--- src/rtl/mem_request_arbiter.sv ---
// mem_request_arbiter: round-robin load-fetch engine. Several clients share one
// downstream read port; the granted client's line is assembled from response
// beats and returned with its byte offset and the count of valid bytes.
module mem_request_arbiter #(
  parameter int unsigned NUM_CLIENTS = 2,
  parameter int unsigned DATA_WIDTH  = 64,
  parameter int unsigned LINE_BYTES  = 64,
  parameter int unsigned ADDR_WIDTH  = 64,
  parameter int unsigned TAG_WIDTH   = 1
) (
  input  logic                              clk,
  input  logic                              reset,
  input  logic [NUM_CLIENTS*ADDR_WIDTH-1:0] cli_fetch_ad,
  input  logic [NUM_CLIENTS-1:0]            cli_send_fetch_req,
  output logic [NUM_CLIENTS-1:0]            cli_mem_req_completed,
  output logic [0:LINE_BYTES*8-1]           cli_mem_buffer,
  output logic [$clog2(LINE_BYTES):0]       cli_buf_offset,
  output logic [$clog2(LINE_BYTES):0]       cli_num_bytes,
  output logic                              mem_req_valid,
  input  logic                              mem_req_ready,
  output logic [ADDR_WIDTH-1:0]             mem_req_addr,
  output logic [TAG_WIDTH-1:0]              mem_req_tag,
  input  logic                              mem_resp_valid,
  input  logic [DATA_WIDTH-1:0]             mem_resp_data,
  input  logic [TAG_WIDTH-1:0]              mem_resp_tag
);

  localparam int unsigned LINE_BITS = LINE_BYTES * 8;
  localparam int unsigned BEATS     = LINE_BITS / DATA_WIDTH;
  localparam int unsigned OFF_W     = $clog2(LINE_BYTES) + 1;
  localparam int unsigned CNT_W     = (BEATS > 1) ? $clog2(BEATS) : 1;
  localparam int unsigned IDX_W     = (NUM_CLIENTS > 1) ? $clog2(NUM_CLIENTS) : 1;

  localparam logic [ADDR_WIDTH-1:0] OFF_MASK  = ADDR_WIDTH'(LINE_BYTES - 1);
  localparam logic [CNT_W-1:0]      LAST_BEAT = CNT_W'(BEATS - 1);

  typedef enum logic [1:0] {
    IDLE,
    ISSUE,
    COLLECT,
    DONE
  } state_t;

  state_t                  state;
  logic [IDX_W-1:0]        rr_ptr;
  logic [IDX_W-1:0]        gnt_idx;
  logic [CNT_W-1:0]        beat_cnt;
  logic [NUM_CLIENTS-1:0]  mask;
  logic [ADDR_WIDTH-1:0]   addr_q;

  logic [NUM_CLIENTS-1:0]  eligible_c;
  logic                    found_c;
  logic [IDX_W-1:0]        pick_c;
  logic [ADDR_WIDTH-1:0]   pick_addr_c;
  logic [OFF_W-1:0]        offset_c;
  logic                    beat_hit_c;
  int unsigned             best_dist_c;
  int unsigned             dist_c;

  // Round-robin pick: eligible client with the smallest cyclic distance from rr_ptr
  always_comb begin
    eligible_c  = cli_send_fetch_req & ~mask;
    found_c     = 1'b0;
    pick_c      = '0;
    best_dist_c = NUM_CLIENTS;
    dist_c      = 0;
    for (int unsigned c = 0; c < NUM_CLIENTS; c++) begin
      dist_c = (c + NUM_CLIENTS - 32'(rr_ptr)) % NUM_CLIENTS;
      if (eligible_c[c] && (dist_c < best_dist_c)) begin
        best_dist_c = dist_c;
        pick_c      = IDX_W'(c);
        found_c     = 1'b1;
      end
    end
  end

  // Address of the picked client, line offset of the latched request, beat filter
  always_comb begin
    pick_addr_c = cli_fetch_ad[pick_c*ADDR_WIDTH +: ADDR_WIDTH];
    offset_c    = OFF_W'(addr_q & OFF_MASK);
    beat_hit_c  = mem_resp_valid && (mem_resp_tag == TAG_WIDTH'(gnt_idx));
  end

  // Control FSM with registered request, buffer and completion outputs
  always_ff @(posedge clk or negedge reset) begin
    if (!reset) begin
      state                 <= IDLE;
      rr_ptr                <= '0;
      gnt_idx               <= '0;
      beat_cnt              <= '0;
      mask                  <= '0;
      addr_q                <= '0;
      cli_mem_req_completed <= '0;
      cli_mem_buffer        <= '0;
      cli_buf_offset        <= '0;
      cli_num_bytes         <= '0;
      mem_req_valid         <= 1'b0;
      mem_req_addr          <= '0;
      mem_req_tag           <= '0;
    end else begin
      case (state)
        IDLE: begin
          // the completed client is masked only for this single cycle
          mask <= '0;
          if (found_c) begin
            gnt_idx       <= pick_c;
            addr_q        <= pick_addr_c;
            mem_req_valid <= 1'b1;
            mem_req_addr  <= pick_addr_c & ~OFF_MASK;
            mem_req_tag   <= TAG_WIDTH'(pick_c);
            state         <= ISSUE;
          end
        end
        ISSUE: begin
          if (mem_req_ready) begin
            mem_req_valid <= 1'b0;
            beat_cnt      <= '0;
            state         <= COLLECT;
          end
        end
        COLLECT: begin
          if (beat_hit_c) begin
            // beat 0 lands at the MSB end of the line
            cli_mem_buffer[beat_cnt*DATA_WIDTH +: DATA_WIDTH] <= mem_resp_data;
            beat_cnt <= beat_cnt + CNT_W'(1);
            if (beat_cnt == LAST_BEAT) begin
              cli_mem_req_completed <= NUM_CLIENTS'(1) << gnt_idx;
              cli_buf_offset        <= offset_c;
              cli_num_bytes         <= OFF_W'(LINE_BYTES) - offset_c;
              state                 <= DONE;
            end
          end
        end
        DONE: begin
          cli_mem_req_completed <= '0;
          rr_ptr                <= IDX_W'((32'(gnt_idx) + 1) % NUM_CLIENTS);
          mask                  <= NUM_CLIENTS'(1) << gnt_idx;
          state                 <= IDLE;
        end
        default: state <= IDLE;
      endcase
    end
  end

endmodule

--- config.mk ---
export PLATFORM = sky130hd
export DESIGN_NAME = mem_request_arbiter
export DESIGN_NICKNAME = d
export VERILOG_FILES = /design/src/rtl/mem_request_arbiter.sv
export SDC_FILE = /design/constraint.sdc
export NUM_CORES = 1
export LEC_CHECK = 0
export ABC_AREA = 1
export CAP_MARGIN = 20
export CORE_AREA = 5 5 302 304
export CTS_BUF_LIST = sky130_fd_sc_hd__clkbuf_4 sky130_fd_sc_hd__clkbuf_8
export DETAILED_ROUTE_END_ITERATION = 12
export DIE_AREA = 0 0 307 309
export GPL_TIMING_DRIVEN = 0
export PLACE_DENSITY = 0.59
export SETUP_SLACK_MARGIN = 0.02
export SYNTH_ARGS = -nofsm -noshare
export SYNTH_HDL_FRONTEND = slang
export SYNTH_SLANG_ARGS = --single-unit
--- constraint.sdc ---
create_clock -name clk -period 3.22 [get_ports clk]
set_input_delay 0.483 -clock clk [delete_from_list [all_inputs] [get_ports clk]]
set_output_delay 0.483 -clock clk [all_outputs]
set_load 0.005 [all_outputs]
; After elaboration in Yosys (flattened, before gate mapping)
; Index checks and enable logic that the tools add are counted.
; Widths: inputs -> output; s select.
[totals]
register_bits = 601
inputBits = 199
out_inout_bits = 594
elab_cells = 71
[classes]
add_sub_neg = 6
n_eq_ne = 9
bitwise_logic = 3
reduce_logical = 15
n_lt_le_gt_ge = 2
muxes = 20
shifts = 4
[op_table]
columns = op, count
row1 = $shift 513x34->512 const A, 1
row2 = $shiftx 513x34->512, 1
row3 = $bwmux 512, 1
row4 = $shiftx 128x8->64, 1
row5 = $neg 33->34, 1
row6 = $not 9->33, 1
row7 = $lt 1x32->1, 1
row8 = $mux 2, 7
row9 = $reduce_and 3->1, 4
row10 = $ne 2x2->1 const B, 4
row11 = $pmux 2 s2, 2
row12 = $pmux 2 s4, 1
row13 = $reduce_bool 2->1, 4
row14 = $sub 7x6->7 const A, 1
row15 = $mux 3, 2
row16 = $pmux 3 s2, 1
row17 = $mux 1, 5
row18 = $eq 2x2->1 const B, 2
row19 = $reduce_and 2->1, 2
row20 = $reduce_and 4->1, 1
row21 = $add 3x1->3 const B, 1
row22 = $eq 3x3->1 const B, 1
row23 = $logic_and 1x1->1, 3
row24 = $and 2x2->2, 1
row25 = other kinds (9), 10

; Longest topological paths before layout
; Gate-level depths: netlist of run 1.
[depth]
ltp_word = 9
ltp_mapped = 10
depth_no_buf = 10

; Worst setup path before layout of run 1
; OpenSTA, ideal clock, no wires.
[synth_path]
path_type = reg-to-reg
startpoint = reg beat_cnt[0]
endpoint = reg cli_mem_buffer[384] in the netlist's numbering
synth_period_minus_slack_ns = 2.275
arrival_time_ns = 2.209
path_buffers = 4
setup_ns = 0.066
t_required_ns = 3.154
path_stages_with_launch = 11
path_slack_ns = 0.945
cell_sequence = dfrtp_1 > inv_1 > clkbuf_1 > clkbuf_1 > ha_1 > nand2_1 > clkbuf_1 > nor2_2 > clkbuf_1 > nand2_1 > nand2_1
[synth_via]
elab_chain_cells = 4
word_cells_on_any_way = 5
classes_between = add/sub (1) / shift (2) / mux (1) / bitwise (1)
[synth_rtl]
columns = element, line_no
row1 = "start, declared", 47  ; logic [CNT_W-1:0] beat_cnt;
row2 = "start signal, assigned", 125  ; beat_cnt <= beat_cnt + CNT_W'(1);
row3 = $not 9->33 (not written as such) (*), 124  ; cli_mem_buffer[beat_cnt*DATA_WIDTH +: DATA_WIDTH] <= mem_resp_data;
row4 = $neg 33->34 (*), 124
row5 = $shiftx 513x34->512 / $shift 513x34->512 (equally long branches), 124
row6 = $bwmux 512 (*), 124
row7 = "end signal, assigned by index", 124
row8 = "end, declared", 16  ; output logic [0:LINE_BYTES*8-1] cli_mem_buffer,
; Every way passes the cells marked *; elsewhere a longest branch is shown, timed or not.
; A chain may end at the register's enable or synchronous reset.

; Worst setup path after layout of run 1
[layout_path]
startpoint = reg beat_cnt[1]
endpoint = reg cli_mem_buffer[353] in the netlist's numbering
; Same word-level chain as after synthesis.

==> results of run 1 <==
## how the worst max path moves through the flow
stage / to / startpoint / slack, ps
finish: cli_mem_buffer[353] / beat_cnt[1] / 200
CTS: cli_buf_offset[1] / state[0] / 70
global route: cli_mem_buffer[43] / beat_cnt[1] / 40
floorplan: cli_mem_buffer[384] / beat_cnt[0] / 950
global placement: mem_req_addr[51] / reset / -26820
detailed placement: cli_mem_buffer[287] / beat_cnt[0] / -1780
## cell usage in the layout, fill, tap and decap left out, types with 2 or more instances in the layout
master,count
buf_4,13
or2_2,2
bufinv_16,3
inv_6,4
nand3_1,327
buf_8,10
buf_16,6
clkinv_2,25
inv_8,2
clkbuf_4,27
a21oi_1,131
nand2_1,1160
buf_1,26
dfrtp_1,600
clkbuf_1,144
nor2_4,4
nor2_1,77
conb_1,7
nor3_1,256
clkinvlp_4,6
inv_1,87
ha_1,14
o21ai_0,202
diode_2,7
buf_2,70
inv_2,4
clkdlybuf4s50_1,784
clkbuf_8,135
## sequential cells by signal, summed over array words and instances, names as in the netlist, 2 cells and up
| name | flops |
|---|---|
| cli_mem_req_completed | 2 |
| cli_buf_offset | 5 |
| mask | 2 |
| cli_num_bytes | 7 |
| state | 2 |
| mem_req_addr | 58 |
| cli_mem_buffer | 512 |
| beat_cnt | 3 |
| addr_q | 6 |
## through the flow
stage	instances	total power, uW	hold slack, ps	worst slack, ps	util, %
2_1_floorplan	3134	13500	187	945	-
3_3_place_gp	5084	19200	455	-26820	40.1
3_5_place_dp	5100	19300	429	-1780	40.5
4_1_cts	5301	27400	158	71.1	43.2
5_1_grt	5303	28600	228	45.0	43.2
6_report	5308	27100	245	203	43.2
## worst register-to-register path: cells and delay by family (launching register included)
kind	cells	cell delay, ps
adders and majority gates	1	180
and+or+nand+nor	4	910
DFF	1	570
buffers and inverters	5	1290
## per-layer routing
metal / routed length (um) / vias to the layer above / share of wire, % / global-route usage (%)
met5: 0 / - / 0 / 0
met4: 5540 / 0 / 4.3 / 11.0
met3: 11900 / 236 / 9.3 / 7.31
met2: 61800 / 1315 / 48 / 43.6
met1: 49200 / 12800 / 38 / 31.7
li1: - / 12000 / - / -
## power groups by stage
stage | clock network (uW) | logic, uW | registers, uW
3_5_place_dp | 0 | 9490 | 9850
5_1_grt | 8380 | 10300 | 9920
4_1_cts | 8050 | 9550 | 9760
3_3_place_gp | 0 | 9300 | 9870
6_report | 7880 | 9500 | 9770
2_1_floorplan | 0 | 3720 | 9790
## cell type report
type | count | area [um2] | share of cell area, %
inverters | 93 | 357 | 0.938
well taps | 1165 | 1460 | 3.83
plain buffers | 250 | 1060 | 2.79
multi-input cells | 2187 | 9540 | 25.1
clock inverters | 38 | 303 | 0.796
flip-flops and latches | 600 | 15000 | 39.5
clock buffers | 161 | 2050 | 5.40
repair buffers | 806 | 8210 | 21.6
diodes | 7 | 17.5 | 0.0461
repair inverters | 1 | 5.00 | 0.0132
## what timing repair did
action,in CTS,in global routing
cloned,1,0
hold buffers,1,0
endpoints found under the hold margin,48,0
gates resized for setup,8,2
buffers inserted,4,0
endpoints found under the setup margin,384,41
pin swaps,1,0
## cells by family after synthesis
| logic type | count (synthesis) |
|---|---|
| AOI/OAI and AO/OA | 335 |
| xor gates and xnor gates | 2 |
| adders and majority gates | 14 |
| buffers and inverters | 347 |
| DFF | 600 |
| other | 1 |
| and+or+nand+nor | 1829 |
## synthesized netlist by cell type (all sizes together)
master / instances
nand2: 1161
a21boi: 1
buf: 103
o22ai: 1
xnor2: 1
o21ai: 202
xor2: 1
ha: 14
nor2: 81
nor3: 256
nand3: 328
dfrtp: 600
conb: 1
inv: 93
or2: 3
clkbuf: 151
a21oi: 131
==> out/metrics.cfg, run 1 <==
[floorplanning]
fp.dieW_um = 307
dieArea_um2 = 94900
die_h_um = 309
rows = 109
coreArea_um2 = 88000
io_pins = 793
start_util_pct = 29.5

[synthesis]
syn_avg_cell_area_um2 = 8.29
ys_types = 23
synthSimpleGateAreaFrac_pct = 29.4
synthTopCellsByArea = dfrtp_1 (58%), nand2_1 (17%), nand3_1 (6.3%)
yosys.area.top_type = dfrtp_1
syn-instance-count = 3128
synth_xor_area_share_pct = 0.0675
synth_top_family_by_area = simple AND/OR/NAND/NOR gates
ys_seq_elements = 600
synthMuxAreaShare_pct = 0
ys_seq_area_share_pct = 57.9
yosysWarnings = 0
synthDominantCellAreaShare_pct = 57.9
syn_area_um2 = 25900
synth-adder-area-share_pct = 0.675
synth_compound_area_share_pct = 6.49

[drt]
drc_errors = 0
ant_nets = 0
wl_per_cell_um = 24.2
wirelength_mm = 128
first_pass_iters = 7
vias = 26400
avgViaCountPerCell = 4.97
drt_iter0_markers = 2184

[power]
switchingPower_uw = 10200
peakVddDrop_uv = 411
clockPowerShare_pct = 29.0
p_leak_uw = 0.0186
internal_power_uw = 17000
seqPwrFrac_pct = 36.0
p_comb_share_pct = 35.0
p_sw_share_pct = 37.5
powerDensity_nw_per_um2 = 714

[sta]
clock_skew_ps = 19.1
hold_viol_final = 0
slew_violations = 0
fmax_mhz = 331
rsz0062_at_grt = false
fin_tns_setup_ps = 0
setup_violations = 0
min_period_over_period_pct = 93.7
worst_pin_slew_ps = 1050
relSlewSlack_pct = 29.9
post-route-min-period_ps = 3020

[critical_path]
r2r_end = cli_mem_buffer[353]
ff2ff_path_depth = 10
worstReg2RegStart = beat_cnt[1]
max_stage_delay_ps = 570
critPathRequiredTime_ps = 3900
critical_path_buf_inv_count = 5
crit_path_end_kind = flip-flop
cp_common_cell = nand2_1
r2r_slack_ps = 200
cp_top_family = buffers and inverters
cp.arrival_ps = 3700
start_kind = flip-flop
critical_path_class = flip-flop to flip-flop
path_depth = 10
crit_path_max_fanout = 10
slowest_stage = dfrtp_1
cp_cell_sequence = clkinvlp_4 -> buf_8 -> buf_16 -> ha_1 -> nand2_1 -> clkbuf_1 -> nor2_4 -> clkbuf_1 -> nand2_1 -> nand2_1

[placed_design]
place.port_buffers = 785
gp_congestion = 0.893
place.detailed.hpwl_mm = 97.4
place_area_um2 = 35600

[global_route]
grt_pass1_vias = 26100
antenna_found_initial = 9
grt_overflow = 0
grt_pass1_wl_mm = 182
grt_use_total_pct = 26.0
grt_max_degree = 117

[cts]
cts_tree = built
cts.sinks = 600
clk_latency_ps = 750
htree_levels = 3
cts_root_buf = clkbuf_8
cts-buffers-inserted = 107
clock_path_buffers = 3
clk_pin_slew_worst_paths_ps = 70

[worst_hold_path]
hp-class = input port to asynchronous set/reset pin

[finish]
final_area_um2 = 38000
nets = 4259
area_growth_pct = 46.6
nFillCells = 8876
drive_above_1_share_pct = 7.64

[run_status]
status = finished clean

[run]
cap_violations = 0

No activity file was read; power rests on OpenSTA's default activity.
==> inputs of run 2 (changes only) <==
CORE_AREA = 5 5 305 307   (was 5 5 302 304)
DIE_AREA = 0 0 310 312   (was 0 0 307 309)
PLACE_DENSITY = 0.6   (was 0.59)
clock period = 2.4 ns   (was 3.22 ns; I/O delays follow)
==> out/metrics.cfg, run 2 (synthesized netlist as in run 1, its figures left out) <==
[run_status]
status = finished clean

[global_route]
use_met3_pct = 6.21
grt_use_met1_pct = 32.0
grt_overflow = 0
antenna_found_initial = 9
grt_max_degree = 111
grt_pass1_vias = 26300
busiest_layer = met2
grt_pass1_wl_mm = 184
use_met2_pct = 43.5
grt_use_total_pct = 26.0

[power]
p_leak_uw = 0.0190
powerDensity_nw_per_um2 = 955
peakVddDrop_uv = 682

[sta]
rsz0062_at_grt = false
min_period_over_period_pct = 98.7
post-route-min-period_ps = 2370
hold_viol_final = 0
fin_tns_setup_ps = 0
clock_skew_ps = 24.0
slew_violations = 0
worst_pin_slew_ps = 910
relSlewSlack_pct = 39.3
fmax_mhz = 422
hold_ws_ps = 125
setup_violations = 0

[floorplanning]
coreArea_um2 = 89700
dieArea_um2 = 96700
die_h_um = 312
io_pins = 793
start_util_pct = 28.9
fp.dieW_um = 310
rows = 110

[drt]
vias = 26500
drc_errors = 0
drt_iter0_markers = 2085
wl_per_cell_um = 24.4
first_pass_iters = 5
avgViaCountPerCell = 4.98
wirelength_mm = 130
ant_nets = 0

[critical_path]
start_kind = flip-flop
max_stage_delay_ps = 750
cp_common_cell = clkbuf_1
crit_path_max_fanout = 10
slowest_stage = nor3_1
critPathRequiredTime_ps = 3100
cp_top_family = simple AND/OR/NAND/NOR gates
crit_path_end_kind = flip-flop
cp_cell_sequence = clkbuf_1 -> buf_16 -> clkbuf_1 -> nor3_1 -> nand3_1 -> nand2_1
critical_path_class = flip-flop to flip-flop
critical_path_buf_inv_count = 3
cp.arrival_ps = 3060

[finish]
top_regs = cli_mem_buffer: 512 flops, mem_req_addr: 58 flops, cli_num_bytes: 7 flops
drive_above_1_share_pct = 9.64
area_growth_pct = 49.5
largest_register_ffs = 512
nets = 4285
most-common-layout-cells = nand2_1 (1158), clkdlybuf4s50_1 (784), dfrtp_1 (597)
layout_commonest_cell = nand2_1
regMostFlops = cli_mem_buffer

[cts]
htree_levels = 3
cts-buffers-inserted = 108
clock_path_buffers = 3
cts.sinks = 600
clk_latency_ps = 770
cts_root_buf = clkbuf_8
cts_tree = built
clk_pin_slew_worst_paths_ps = 70

[placed_design]
gp_congestion = 0.916
place.port_buffers = 785
place.detailed.hpwl_mm = 99.2

[worst_hold_path]
hp-class = input port to asynchronous set/reset pin

[run]
cap_violations = 0

[run 2: cell count changes in the layout (fill, tap and decap cells not counted), moves of 15 or more]
cell / change
clkbuf_1: -45
clkbuf_2: +29
buf_4: +27
clkbuf_4: +19
buf_2: -15
clkinv_2: -15
[run 2: per-layer routing]
| layer | wire (um) | vias to the layer above | share of wire (%) |
|---|---|---|---|
| met3 | 10800 | 264 | 8.3 |
| li1 | - | 12100 | - |
| met1 | 50800 | 12900 | 39 |
| met4 | 6250 | 2 | 4.8 |
| met5 | 4 | - | 0.0031 |
| met2 | 62200 | 1269 | 48 |
[run 2: cell type report]
class | instances | area (um2)
buffer | 252 | 1380
sequential | 600 | 15000
antenna | 4 | 10.0
fill | 9122 | 51000
clock buffer | 168 | 2110
tap | 1176 | 1470
inverter | 93 | 360
clock inverter | 19 | 203
multi-input combinational | 2187 | 9600
timing repair buffer | 830 | 8610
[run 2: worst paths after layout]
kind / from / to / slack, ps / cells after the start
setup reg to reg: beat_cnt[0] / cli_mem_buffer[10] / 30 / 6
hold reg to reg: cli_mem_buffer[97] / cli_mem_buffer[97] / 470 / 2
setup / recovery: beat_cnt[0] / cli_mem_buffer[10] / 30 / 6
max in group asynchronous: reset / mem_req_addr[34] / 760 / 4
min in group clk: cli_fetch_ad[108] / mem_req_addr[44] / 160 / 3
hold / removal: reset / cli_mem_buffer[277] / 130 / 2
[run 2: per-stage QoR]
step / power (uW) / utilization, % / area (um2) / setup slack, ps / instances
floorplan: 18100 / - / 26000 / 125 / 3134
global placement: 25800 / 39.3 / 35300 / -27620 / 5095
detailed placement: 26100 / 39.8 / 35700 / -2390 / 5115
CTS: 37300 / 43.1 / 38600 / 21.3 / 5320
global route: 38900 / 43.2 / 38800 / 15.8 / 5327
finish: 37000 / 43.2 / 38800 / 31.0 / 5329
[run 2: timing repair]
action,CTS,global route
cloned,0,1
hold buffers,1,0
hold endpoints to repair,215,0
setup buffers,17,6
gates resized for setup,129,58
pin swaps,4,3
setup endpoints to repair,526,426
[run 2: where the power goes]
group          switching, uW  total, uW  leakage, uW  internal, uW
Clock                   4650      10500      0.00123          5900
Sequential              1150      13100      0.00809         11900
Combinational           7860      13400      0.00969          5540
==> inputs of run 3 (changes only) <==
CTS_CLUSTER_DIAMETER = 60   (was default)
==> out/metrics.cfg, run 3 (synthesized netlist as in run 1, its figures left out) <==
[drt]
first_pass_iters = 6
drc_errors = 0
avgViaCountPerCell = 4.95
vias = 26400
wirelength_mm = 130
ant_nets = 0
drt_iter0_markers = 2100
wl_per_cell_um = 24.4

[placed_design]
dp_cells = 5115
place.port_buffers = 785
gp_congestion = 0.916
place.detailed.hpwl_mm = 99.2
preCtsSetupSlack_ps = -2390

[finish]
most-common-layout-cells = nand2_1 (1158), clkdlybuf4s50_1 (784), dfrtp_1 (597)
final_util_pct = 43.1
fin_cells = 5326
nFillCells = 9125
largest_register_ffs = 512
layout_commonest_cell = nand2_1
area_growth_pct = 49.3
regMostFlops = cli_mem_buffer
top_regs = cli_mem_buffer: 512 flops, mem_req_addr: 58 flops, cli_num_bytes: 7 flops
drive_above_1_share_pct = 9.57
nets = 4284

[critical_path]
ff2ff_path_depth = 6
r2r_slack_ps = 70
worstReg2RegStart = beat_cnt[0]
crit_path_max_fanout = 10
cp.arrival_ps = 3030
critical_path_class = flip-flop to flip-flop
start_kind = flip-flop
critPathRequiredTime_ps = 3100
r2r_end = cli_mem_buffer[10]
crit_path_end_kind = flip-flop

[sta]
post-route-min-period_ps = 2330
relSlewSlack_pct = 34.6
final.setup.worst_slack_ps = 70.2
hold_ws_ps = 134
hold_viol_final = 0
min_period_over_period_pct = 97.1
worst_pin_slew_ps = 982
fmax_mhz = 429
clock_skew_ps = 24.8
slew_violations = 0
rsz0062_at_grt = true
setup_violations = 0

[global_route]
grt_pass1_wl_mm = 184
antenna_found_initial = 9
grt_use_total_pct = 26.0
grt_pass1_vias = 26300
grt_max_degree = 111
grt_overflow = 0

[run]
cap_violations = 0

[cts]
clk_latency_ps = 770
cts.sinks = 600
htree_levels = 3
clk_pin_slew_worst_paths_ps = 60
cts_tree = built
cts-buffers-inserted = 108
clock_path_buffers = 3
cts_root_buf = clkbuf_8

[power]
seqPwrFrac_pct = 35.5
clockPowerShare_pct = 28.2
peakVddDrop_uv = 683
p_comb_share_pct = 36.3
powerDensity_nw_per_um2 = 952
p_leak_uw = 0.0190
p_sw_share_pct = 37.1
p_total_uw = 36900
switchingPower_uw = 13700
internal_power_uw = 23200

[run_status]
status = finished clean

[floorplanning]
io_pins = 793
fp.dieW_um = 310
die_h_um = 312
dieArea_um2 = 96700
start_util_pct = 28.9
coreArea_um2 = 89700
rows = 110

[worst_hold_path]
hp-class = input port to asynchronous set/reset pin

## run 3: layout make-up
cell class	instances	area (um2)	area share (%)
antenna	3	7.51	0.0194
buffer	251	1370	3.54
clock buffer	166	2100	5.42
clock inverter	20	183	0.472
inverter	93	358	0.924
multi-input combinational	2187	9600	24.8
sequential	600	15000	38.8
tap	1176	1470	3.80
timing repair buffer	830	8610	22.2
## run 3: worst max-delay path by stage
stage / start / endpoint / slack (ps) / depth (start not counted)
after floorplan: beat_cnt[0] / cli_mem_buffer[384] / 130 / 10
after global placement: reset / mem_req_addr[50] / -27620 / 1
after detailed placement: beat_cnt[0] / cli_mem_buffer[293] / -2390 / 11
after CTS: beat_cnt[1] / cli_mem_buffer[349] / 20 / 12
after global routing: beat_cnt[1] / cli_mem_buffer[450] / 10 / 11
final: beat_cnt[0] / cli_mem_buffer[10] / 70 / 6
## run 3: critical path, stage by stage, from the launching register on
cell	delay [ps]
dfrtp_2	470
clkbuf_1	290
buf_16	240
clkbuf_1	290
nor3_1	720
nand3_1	150
nand2_1	100
## run 3: what timing repair did
action,CTS,global route
setup buffers,17,6
endpoints found under the setup margin,526,426
cloned,0,1
pin swaps,4,3
gates resized for setup,128,56
hold endpoints to repair,217,0
hold buffers,1,0
## run 3: layer usage
layer	global-route usage [%]	up-vias	part of all wire, %
met5	0	-	0.0031
met4	11.2	2	4.6
met3	6.21	254	7.9
met2	43.7	1221	48
met1	32.0	12800	39
li1	-	12100	-
## run 3: power by group through the flow
stage | Combinational (uW) | Sequential, uW | Clock [uW]
floorplan | 4990 | 13100 | 0
global placement | 12500 | 13300 | 0
detailed placement | 12900 | 13200 | 0
CTS | 13500 | 13100 | 10600
global route | 14400 | 13300 | 11000
finish | 13400 | 13100 | 10400
## run 3: stage by stage
stage	instance area, um2	TNS [ps]
3_5_place_dp	35700	-755390
2_1_floorplan	26000	0
5_1_grt	38700	0
6_report	38700	0
3_3_place_gp	35300	-
4_1_cts	38600	0
